<file path="config.mk">
export PLATFORM = sky130hd
export DESIGN_NAME = reg_bank
export DESIGN_NICKNAME = d
export VERILOG_FILES = /design/src/rtl/reg_bank_pkg.sv /design/src/rtl/reg_read_port.sv /design/src/rtl/reg_bank.sv
export SDC_FILE = /design/constraint.sdc
export NUM_CORES = 1
export LEC_CHECK = 0
export BUFFER_PORTS_ARGS = -buffer_cell sky130_fd_sc_hd__buf_2
export CORE_MARGIN = 10
export CORE_UTILIZATION = 50
export CTS_CLUSTER_SIZE = 12
export DETAILED_ROUTE_END_ITERATION = 6
export HOLD_SLACK_MARGIN = 0.15
export PLACE_DENSITY_LB_ADDON = 0.15
export SLEW_MARGIN = 20
export SYNTH_ARGS = -nofsm -noshare
export SYNTH_HDL_FRONTEND = slang
export SYNTH_SLANG_ARGS = --single-unit
export TNS_END_PERCENT = 30
</file>
<file path="constraint.sdc">
create_clock -name clk -period 3 [get_ports clk]
set_input_delay 0.6 -clock clk [delete_from_list [all_inputs] [get_ports clk]]
set_output_delay 0.6 -clock clk [all_outputs]
set_load 0.005 [all_outputs]
</file>
<file path="src/rtl/reg_bank_pkg.sv">
// Shared constants and helpers for the general-purpose register bank.
package reg_bank_pkg;

   localparam int REG_WIDTH_DEF = 16;
   localparam int REG_DEPTH_DEF = 8;

   function automatic int sel_width(input int depth);
      return $clog2(depth);
   endfunction

endpackage

</file>
<file path="src/rtl/reg_read_port.sv">
// One registered read port: DEPTH:1 select, write bypass, zero-register override,
// and the output data/valid flops.
module reg_read_port
   import reg_bank_pkg::*;
#(
   parameter int WIDTH     = REG_WIDTH_DEF,
   parameter int DEPTH     = REG_DEPTH_DEF,
   parameter int BYPASS    = 1,
   parameter int ZERO_REG0 = 0,
   localparam int SEL_W    = sel_width(DEPTH)
) (
   input  logic                        clk,
   input  logic                        rst_n,
   input  logic [DEPTH-1:0][WIDTH-1:0] mem,
   input  logic                        wr_en,
   input  logic [SEL_W-1:0]            wr_sel,
   input  logic [WIDTH-1:0]            wr_data,
   input  logic                        rd_en,
   input  logic [SEL_W-1:0]            rd_sel,
   output logic [WIDTH-1:0]            rd_data,
   output logic                        rd_valid
);

   logic [WIDTH-1:0] sel_val;
   logic [WIDTH-1:0] rd_data_d, rd_data_q;
   logic             rd_valid_d, rd_valid_q;

   // Zero override has priority over bypass so register 0 never leaks write data.
   always_comb begin
      sel_val = mem[rd_sel];
      if ((BYPASS != 0) && wr_en && (wr_sel == rd_sel)) begin
         sel_val = wr_data;
      end
      if ((ZERO_REG0 != 0) && (rd_sel == '0)) begin
         sel_val = '0;
      end
   end

   always_comb begin
      rd_data_d  = rd_data_q;
      rd_valid_d = rd_en;
      if (rd_en) begin
         rd_data_d = sel_val;
      end
   end

   always_ff @(posedge clk or negedge rst_n) begin
      if (!rst_n) begin
         rd_data_q  <= '0;
         rd_valid_q <= 1'b0;
      end else begin
         rd_data_q  <= rd_data_d;
         rd_valid_q <= rd_valid_d;
      end
   end

   assign rd_data  = rd_data_q;
   assign rd_valid = rd_valid_q;

endmodule

</file>
<file path="src/rtl/reg_bank.sv">
// General-purpose register bank: storage array and write decode, feeding two
// independent registered read ports.
module reg_bank
   import reg_bank_pkg::*;
#(
   parameter int WIDTH     = REG_WIDTH_DEF,
   parameter int DEPTH     = REG_DEPTH_DEF,
   parameter int BYPASS    = 1,
   parameter int ZERO_REG0 = 0,
   localparam int SEL_W    = sel_width(DEPTH)
) (
   input  logic             clk,
   input  logic             rst_n,
   input  logic             wr_en,
   input  logic [SEL_W-1:0] wr_sel,
   input  logic [WIDTH-1:0] wr_data,
   input  logic             rd_en_a,
   input  logic [SEL_W-1:0] rd_sel_a,
   output logic [WIDTH-1:0] rd_data_a,
   output logic             rd_valid_a,
   input  logic             rd_en_b,
   input  logic [SEL_W-1:0] rd_sel_b,
   output logic [WIDTH-1:0] rd_data_b,
   output logic             rd_valid_b
);

   logic [DEPTH-1:0][WIDTH-1:0] mem_d, mem_q;

   // Writes to register 0 are discarded when it is hard-wired to zero.
   always_comb begin
      mem_d = mem_q;
      if (wr_en && !((ZERO_REG0 != 0) && (wr_sel == '0))) begin
         mem_d[wr_sel] = wr_data;
      end
   end

   always_ff @(posedge clk or negedge rst_n) begin
      if (!rst_n) begin
         mem_q <= '0;
      end else begin
         mem_q <= mem_d;
      end
   end

   reg_read_port #(
      .WIDTH     (WIDTH),
      .DEPTH     (DEPTH),
      .BYPASS    (BYPASS),
      .ZERO_REG0 (ZERO_REG0)
   ) u_port_a (
      .clk      (clk),
      .rst_n    (rst_n),
      .mem      (mem_q),
      .wr_en    (wr_en),
      .wr_sel   (wr_sel),
      .wr_data  (wr_data),
      .rd_en    (rd_en_a),
      .rd_sel   (rd_sel_a),
      .rd_data  (rd_data_a),
      .rd_valid (rd_valid_a)
   );

   reg_read_port #(
      .WIDTH     (WIDTH),
      .DEPTH     (DEPTH),
      .BYPASS    (BYPASS),
      .ZERO_REG0 (ZERO_REG0)
   ) u_port_b (
      .clk      (clk),
      .rst_n    (rst_n),
      .mem      (mem_q),
      .wr_en    (wr_en),
      .wr_sel   (wr_sel),
      .wr_data  (wr_data),
      .rd_en    (rd_en_b),
      .rd_sel   (rd_sel_b),
      .rd_data  (rd_data_b),
      .rd_valid (rd_valid_b)
   );

endmodule
</file>
==> results.sh, run 1 <==
export IMPL_period_needed_ns=2.13
export IMPL_worstMarginPinSlew_ns=0.941
export IMPL_start_util_pct=51.3
export IMPL_vias_per_cell=6.16
export IMPL_synth_cells=592
export IMPL_arrival_ns=2.38
export IMPL_drt_pass1_iterations=5
export IMPL_grt_pass1_wl_mm=33.0
export IMPL_antenna_diode_count=0
export IMPL_final_util_pct=58.6
export IMPL_setup_tns_ns=0
export IMPL_hold_viol=0
export IMPL_ir_drop_uv=421
export IMPL_coreArea_um2=16000
export IMPL_grt_util_all_layers_pct=19.5
export IMPL_cts_sinks=162
export IMPL_startpoint_type="input port"
export IMPL_antenna_left=0
export IMPL_remaining_drc_errors=0
export IMPL_drive_gt1_share_pct=39.1
export IMPL_cts_resized_gates=0
export IMPL_rsz0062_at_grt="no"
export IMPL_synth_seq_area_share_pct=49.4
export IMPL_skew_ns=0.0101
export IMPL_fill_cells=1291
export IMPL_p_leak_nw=4.13
export IMPL_routedWlPerCell_um=23.8
export IMPL_cts_tree="done"
export IMPL_die_h_um=148
export IMPL_drv_slew=0
export IMPL_std_cell_rows=46
export IMPL_crit_fanout=17
export IMPL_synth_area_um2=8200
export IMPL_cts_htree_levels=4
export IMPL_die_w_um=148
export IMPL_status="finished, final reports clean"
export IMPL_grt_start_max_net_pins=81
export IMPL_final_nets=677
export IMPL_drtIter0Drc=441
export IMPL_clkSlewWorstSetupHoldPaths_ns=0.06
export IMPL_area_delta_synth_final_pct=14.4
export IMPL_min_period_over_period_pct=70.9
export IMPL_clock_latency_ns=0.42
export IMPL_drt_wl_total_mm=20.8
export IMPL_setup_violations=0
export IMPL_gp_congestion=0.799
export IMPL_grt_pass1_vias=5649
export IMPL_cts_buffers=17
export IMPL_yosysWarnings=0
export IMPL_relSlewSlack_pct=37.2
export IMPL_num_vias=5383
export IMPL_die_area_um2=21900
export IMPL_synth_fp_nets=622
export IMPL_hold_path_class="in -> reg"
export IMPL_max_freq_ghz=0.470
export IMPL_antenna_found_initial=0
export IMPL_port_buffers=63
export IMPL_powerDensity_nw_per_um2=714
export IMPL_cts_buffer_depth=2
export IMPL_ioPinCount=64
export IMPL_cts_root_buf="clkbuf_16"
export IMPL_postCtsSetupBuffers=0
export IMPL_hpwl_mm=13.0
export IMPL_cp_end_kind="register"
export IMPL_path_class="in -> reg"
export IMPL_synth_seq_cells=162
export IMPL_required_ns=3.25
export IMPL_yosys_cell_types_count=26
export IMPL_syn_area_per_cell_um2=13.9
export IMPL_grt_overflow=0
export IMPL_drv_cap=0
-- synthesized netlist by cell type --
master | instances | share of area [%]
mux4_2 | 44 | 12
nor2b_1 | 13 | 0.99
nor3b_2 | 2 | 0.31
dfrtp_1 | 162 | 49
nand2b_1 | 1 | 0.076
buf_6 | 3 | 0.41
mux2i_1 | 19 | 2.3
nand2_1 | 55 | 2.5
nor2_1 | 19 | 0.87
a221oi_1 | 19 | 2.0
buf_12 | 2 | 0.49
xnor2_1 | 6 | 0.64
nand4b_1 | 3 | 0.32
nand4_1 | 1 | 0.076
o21ai_0 | 52 | 3.2
buf_2 | 16 | 0.98
nor3_2 | 2 | 0.24
inv_1 | 15 | 0.69
a41oi_1 | 2 | 0.21
buf_4 | 5 | 0.46
mux2_2 | 89 | 12
and4b_1 | 2 | 0.24
a221o_1 | 13 | 1.6
buf_1 | 6 | 0.27
clkbuf_1 | 21 | 0.96
mux4_1 | 20 | 6.4
-- cells in the final DEF, fill, tap and decap left out, drive strengths merged, types with 3 or more instances in the layout --
master | synthesis | final
o21ai | 52 | 52
nand4b | 3 | 3
buf | 32 | 88
mux2 | 89 | 89
nor2b | 13 | 13
mux2i | 19 | 19
bufinv | 0 | 5
a221o | 13 | 13
xnor2 | 6 | 6
clkbuf | 21 | 21
inv | 15 | 16
a221oi | 19 | 19
nor2 | 19 | 19
mux4 | 64 | 64
nand2 | 55 | 55
dfrtp | 162 | 162
-- repair_timing --
item | 4_1_cts | 5_1_grt
endpoints found under the hold margin | 48 | 0
endpoints found under the setup margin | 0 | 0
hold buffers | 1 | 0
-- worst max-delay path: stages --
cell,delay (ns)
buf_2,0.46
xnor2_1,0.22
and4b_1,0.86
a221oi_1,0.24
-- registers in the layout (all words and copies together) (netlist names) --
signal	count
mem_q	128
u_port_a.rd_data	16
u_port_a.rd_valid	1
u_port_b.rd_data	16
u_port_b.rd_valid	1
-- through the flow --
step                instance area (um2)  cells  power, mW  hold WS, ns  worst slack, ns
finish                             9380    874       6.70        0.470            0.872
global route                       9380    874       7.02        0.474            0.805
CTS                                9380    874       6.75        0.457            0.873
detailed placement                 8720    843       4.34        0.489            0.424
global placement                   8720    843       4.27        0.475            0.477
floorplan                          8200    592       3.86        0.304            0.956
-- layout make-up --
| cell class | count | area, um2 | share of cell area [%] |
|---|---|---|---|
| tap | 216 | 270 | 2.88 |
| clock buffer | 21 | 480 | 5.12 |
| inverter | 15 | 56.3 | 0.600 |
| sequential | 162 | 4050 | 43.2 |
| timing repair buffer | 89 | 532 | 5.67 |
| multi-input combinational | 362 | 3810 | 40.6 |
| clock inverter | 9 | 176 | 1.88 |
-- worst paths after layout --
path | from | endpoint | slack (ns) | cells after the start
worst max register to register | mem_q[30] | u_port_a.rd_data[14] | 1.37 | 3
worst min-delay path | wr_data[7] | mem_q[71] | 0.47 | 2
max in group asynchronous | rst_n | mem_q[13] | 1.46 | 3
min in group asynchronous | rst_n | u_port_b.rd_valid | 0.70 | 2
worst max-delay path | rd_sel_a[0] | u_port_a.rd_data[4] | 0.87 | 4
worst min register to register | mem_q[52] | mem_q[52] | 0.50 | 2
-- routing by layer --
metal	share of wire, %	GRT usage, %	wire length (um)
met1	43	24.4	8860
met2	52	33.4	10700
met3	4.4	4.16	914
met4	1.4	5.55	290
met5	0	0	0
-- where the power goes --
group	internal, mW	switching [mW]	leakage, nW
clock network	1.56	0.847	0.321
logic	0.793	0.529	1.84
registers	2.65	0.324	1.97
-- cell families (layout without fill, tap and decap cells) --
| logic type | after synthesis | in the layout | synth area share, % |
|---|---|---|---|
| XOR/XNOR | 6 | 6 | 0.641 |
| AO/OA/AOI/OAI | 86 | 86 | 7.00 |
| buffers and inverters | 68 | 134 | 4.26 |
| flip-flops | 162 | 162 | 49.4 |
| AND/OR/NAND/NOR | 98 | 98 | 5.64 |
| multiplexers | 172 | 172 | 33.0 |
No activity file was read; power rests on OpenSTA's default activity.
==> run 2: changes to the inputs <==
--- a/config.mk
+++ b/config.mk
@@ -5,6 +5,7 @@
 export SDC_FILE = /design/constraint.sdc
 export NUM_CORES = 1
 export LEC_CHECK = 0
+export ABC_AREA = 1
 export BUFFER_PORTS_ARGS = -buffer_cell sky130_fd_sc_hd__buf_2
 export CORE_MARGIN = 10
 export CORE_UTILIZATION = 50
==> constraint.sdc (replaced) <==
create_clock -name clk -period 2 [get_ports clk]
set_input_delay 0.4 -clock clk [delete_from_list [all_inputs] [get_ports clk]]
set_output_delay 0.4 -clock clk [all_outputs]
set_load 0.005 [all_outputs]
==> run 2 against run 1 <==
Net effect:
- sequential power increased by 45%
- non-clock buffer count up 13
- register-to-register slack got worse by 0.48 ns
- synthesized cell count rose by 120%
- utilization down 0.34 points
- critical path depth fell by 3
- routed wire length up 43%
- total power rose by 42%
- setup slack got worse by 0.26 ns
- clock power is 30% higher
- design area up 8.2%
- worst hold slack worse by 0.27 ns
==> results.sh, run 2 <==
export IMPL_worstHoldStart="rd_en_b"
export IMPL_max_flop_register="mem_q"
export IMPL_setup_tns_ns=0
export IMPL_std_cell_rows=48
export IMPL_required_ns=1.60
export IMPL_rsz0062_at_grt="no"
export IMPL_synth_commonest_cells="480 x nand2_1, 230 x nand3_1, 162 x dfrtp_1"
export IMPL_power_mw=9.48
export IMPL_die_h_um=154
export IMPL_synth_fp_nets=1310
export IMPL_drt_pass1_iterations=6
export IMPL_yosys_area_top_type_share_pct=45.5
export IMPL_min_to="u_port_b.rd_valid"
export IMPL_hpwl_mm=18.7
export IMPL_cpMaxStageDelayCell="dfrtp_1"
export IMPL_arrival_ns=0.99
export IMPL_critPathBufInv=1
export IMPL_cts_sinks=162
export IMPL_die_w_um=154
export IMPL_cts_resized_gates=0
export IMPL_synth_area_um2=8920
export IMPL_port_buffers=63
export IMPL_whs_ns=0.203
export IMPL_drv_cap=0
export IMPL_antenna_left=0
export IMPL_hold_viol=0
export IMPL_drtIter0Drc=1169
export IMPL_antenna_found_initial=0
export IMPL_grt_pass1_wl_mm=47.9
export IMPL_cts_buffers=17
export IMPL_cp_end_kind="output port"
export IMPL_ys_top_cells_by_area="dfrtp_1 45%, nand2_1 20%, nand3_1 13%"
export IMPL_area_delta_synth_final_pct=13.9
export IMPL_reg2reg_depth=6
export IMPL_placed_area_um2=9580
export IMPL_r2r_slack_ns=0.89
export IMPL_status="finished, final reports clean"
export IMPL_cts_htree_levels=4
export IMPL_largest_register_ffs=128
export IMPL_fill_cells=1675
export IMPL_path_class="reg -> out"
export IMPL_remaining_drc_errors=0
export IMPL_vias_per_cell=5.66
export IMPL_yosys_cell_types_count=25
export IMPL_cts_buffer_depth=2
export IMPL_die_area_um2=23600
export IMPL_grt_pass1_vias=8150
export IMPL_drt_wl_total_mm=29.7
export IMPL_power_frac_seq_pct=45.4
export IMPL_synth_cells=1280
export IMPL_clkSlewWorstSetupHoldPaths_ns=0.06
export IMPL_final_cell_mix="480 x nand2_1, 230 x nand3_1, 162 x dfrtp_1, 121 x o21ai_0, 92 x inv_1"
export IMPL_synthArstFlopShare_pct=100
export IMPL_yosysWarnings=0
export IMPL_cts_tree="done"
export IMPL_worstReg2RegEnd="u_port_b.rd_data[12]"
export IMPL_final_common_cell="nand2_1"
export IMPL_grt_start_max_net_pins=65
export IMPL_antenna_diode_count=0
export IMPL_setup_violations=0
export IMPL_pwr_share_clk_pct=32.9
export IMPL_combinationalPowerShare_pct=21.7
export IMPL_gp_congestion=0.920
export IMPL_coreArea_um2=17400
export IMPL_hold_path_class="in -> reg"
export IMPL_skew_ns=0.00721
export IMPL_final_nets=1350
export IMPL_whs_path_depth=1
export IMPL_drv_slew=0
export IMPL_routedWlPerCell_um=19.0
export IMPL_min_period_over_period_pct=69.3
export IMPL_synth_edf_count=0
export IMPL_synth_seq_area_share_pct=45.5
export IMPL_switching_power_mw=3.04
export IMPL_switching_share_pct=32.0
export IMPL_max_freq_ghz=0.721
export IMPL_crit_fanout=2
export IMPL_drive_gt1_share_pct=11.6
export IMPL_synth_flop_cell="dfrtp_1"
export IMPL_cp_cell_sequence="buf_2"
export IMPL_ioPinCount=64
export IMPL_grt_overflow=0
export IMPL_max_stage_delay_ns=0.41
export IMPL_clock_latency_ns=0.43
export IMPL_startpoint_type="register"
export IMPL_critPathTopFamily="flip-flops"
export IMPL_p_leak_nw=5.18
export IMPL_post_synth_top_count_cell="nand2_1"
export IMPL_start_util_pct=51.2
export IMPL_r2r_start="mem_q[124]"
export IMPL_synth_seq_cells=162
export IMPL_period_needed_ns=1.39
export IMPL_final_area_um2=10200
export IMPL_syn_area_per_cell_um2=6.97
export IMPL_cts_root_buf="clkbuf_16"
export IMPL_ir_drop_uv=594
export IMPL_final_util_pct=58.3
export IMPL_worstMarginPinSlew_ns=0.503
export IMPL_num_vias=8825
export IMPL_yosysTopAreaCell="dfrtp_1"
export IMPL_grt_util_all_layers_pct=25.4
export IMPL_powerDensity_nw_per_um2=934
export IMPL_relSlewSlack_pct=66.5
export IMPL_p_int_mw=6.44
run 2: changes by cell type after synthesis, sizes merged, moves of 64 or more:
cell	before	now
mux4	64	0
inv	15	100
nand3	0	231
mux2	89	0
nand2	55	487
o21ai	52	141
run 2: kinds of logic after synthesis:
group,Yosys count,synth area share [%]
flops,162,45.5
buf+inv,191,8.97
compound gates,160,9.02
simple gates,767,36.6
run 2: worst max-delay path by stage:
stage / start / endpoint / slack (ns) / cells after the start
2_1_floorplan: rd_sel_a[0] / u_port_a.rd_data[14] / 0.63 / 8
6_report: u_port_b.rd_data[6] / rd_data_b[6] / 0.61 / 1
3_5_place_dp: rd_sel_b[1] / u_port_b.rd_data[8] / 0.23 / 9
3_3_place_gp: rd_sel_b[1] / u_port_b.rd_data[4] / 0.26 / 9
4_1_cts: u_port_b.rd_data[9] / rd_data_b[9] / 0.60 / 1
5_1_grt: rd_sel_b[1] / u_port_b.rd_data[0] / 0.54 / 9
run 2: power groups by stage:
stage                     clock [mW]  combinational (mW)  sequential, mW
after CTS                       3.15                2.04            4.29
after detailed placement           0                2.03            4.34
after floorplan                    0                1.34            4.25
final                           3.12                2.06            4.30
after global routing            3.29                2.36            4.37
after global placement             0                1.98            4.34
run 2: what timing repair did:
action / CTS / global route
endpoints found under the setup margin: 0 / 0
hold buffers: 1 / 0
endpoints found under the hold margin: 40 / 0
buffers inserted: 0 / 0
run 2: layout make-up:
| cell class | count | area [um2] | area share (%) |
|---|---|---|---|
| Timing Repair Buffer | 102 | 779 | 7.68 |
| Sequential cell | 162 | 4050 | 39.9 |
| Inverter | 110 | 415 | 4.09 |
| Clock inverter | 9 | 81.3 | 0.801 |
| Clock buffer | 23 | 478 | 4.71 |
| Tap cell | 225 | 282 | 2.77 |
| Multi-Input combinational cell | 927 | 4060 | 40.0 |
run 2: stage by stage:
step | worst slack [ns] | std cells
CTS | 0.601 | 1558
global route | 0.542 | 1558
floorplan | 0.626 | 1280
detailed placement | 0.233 | 1525
finish | 0.614 | 1558
global placement | 0.264 | 1525
run 2: routing by layer:
metal / GRT usage [%] / part of all wire (%)
met1: 36.0 / 44
met2: 36.6 / 42
met3: 6.16 / 11
met4: 9.22 / 3.3
met5: 0 / 0
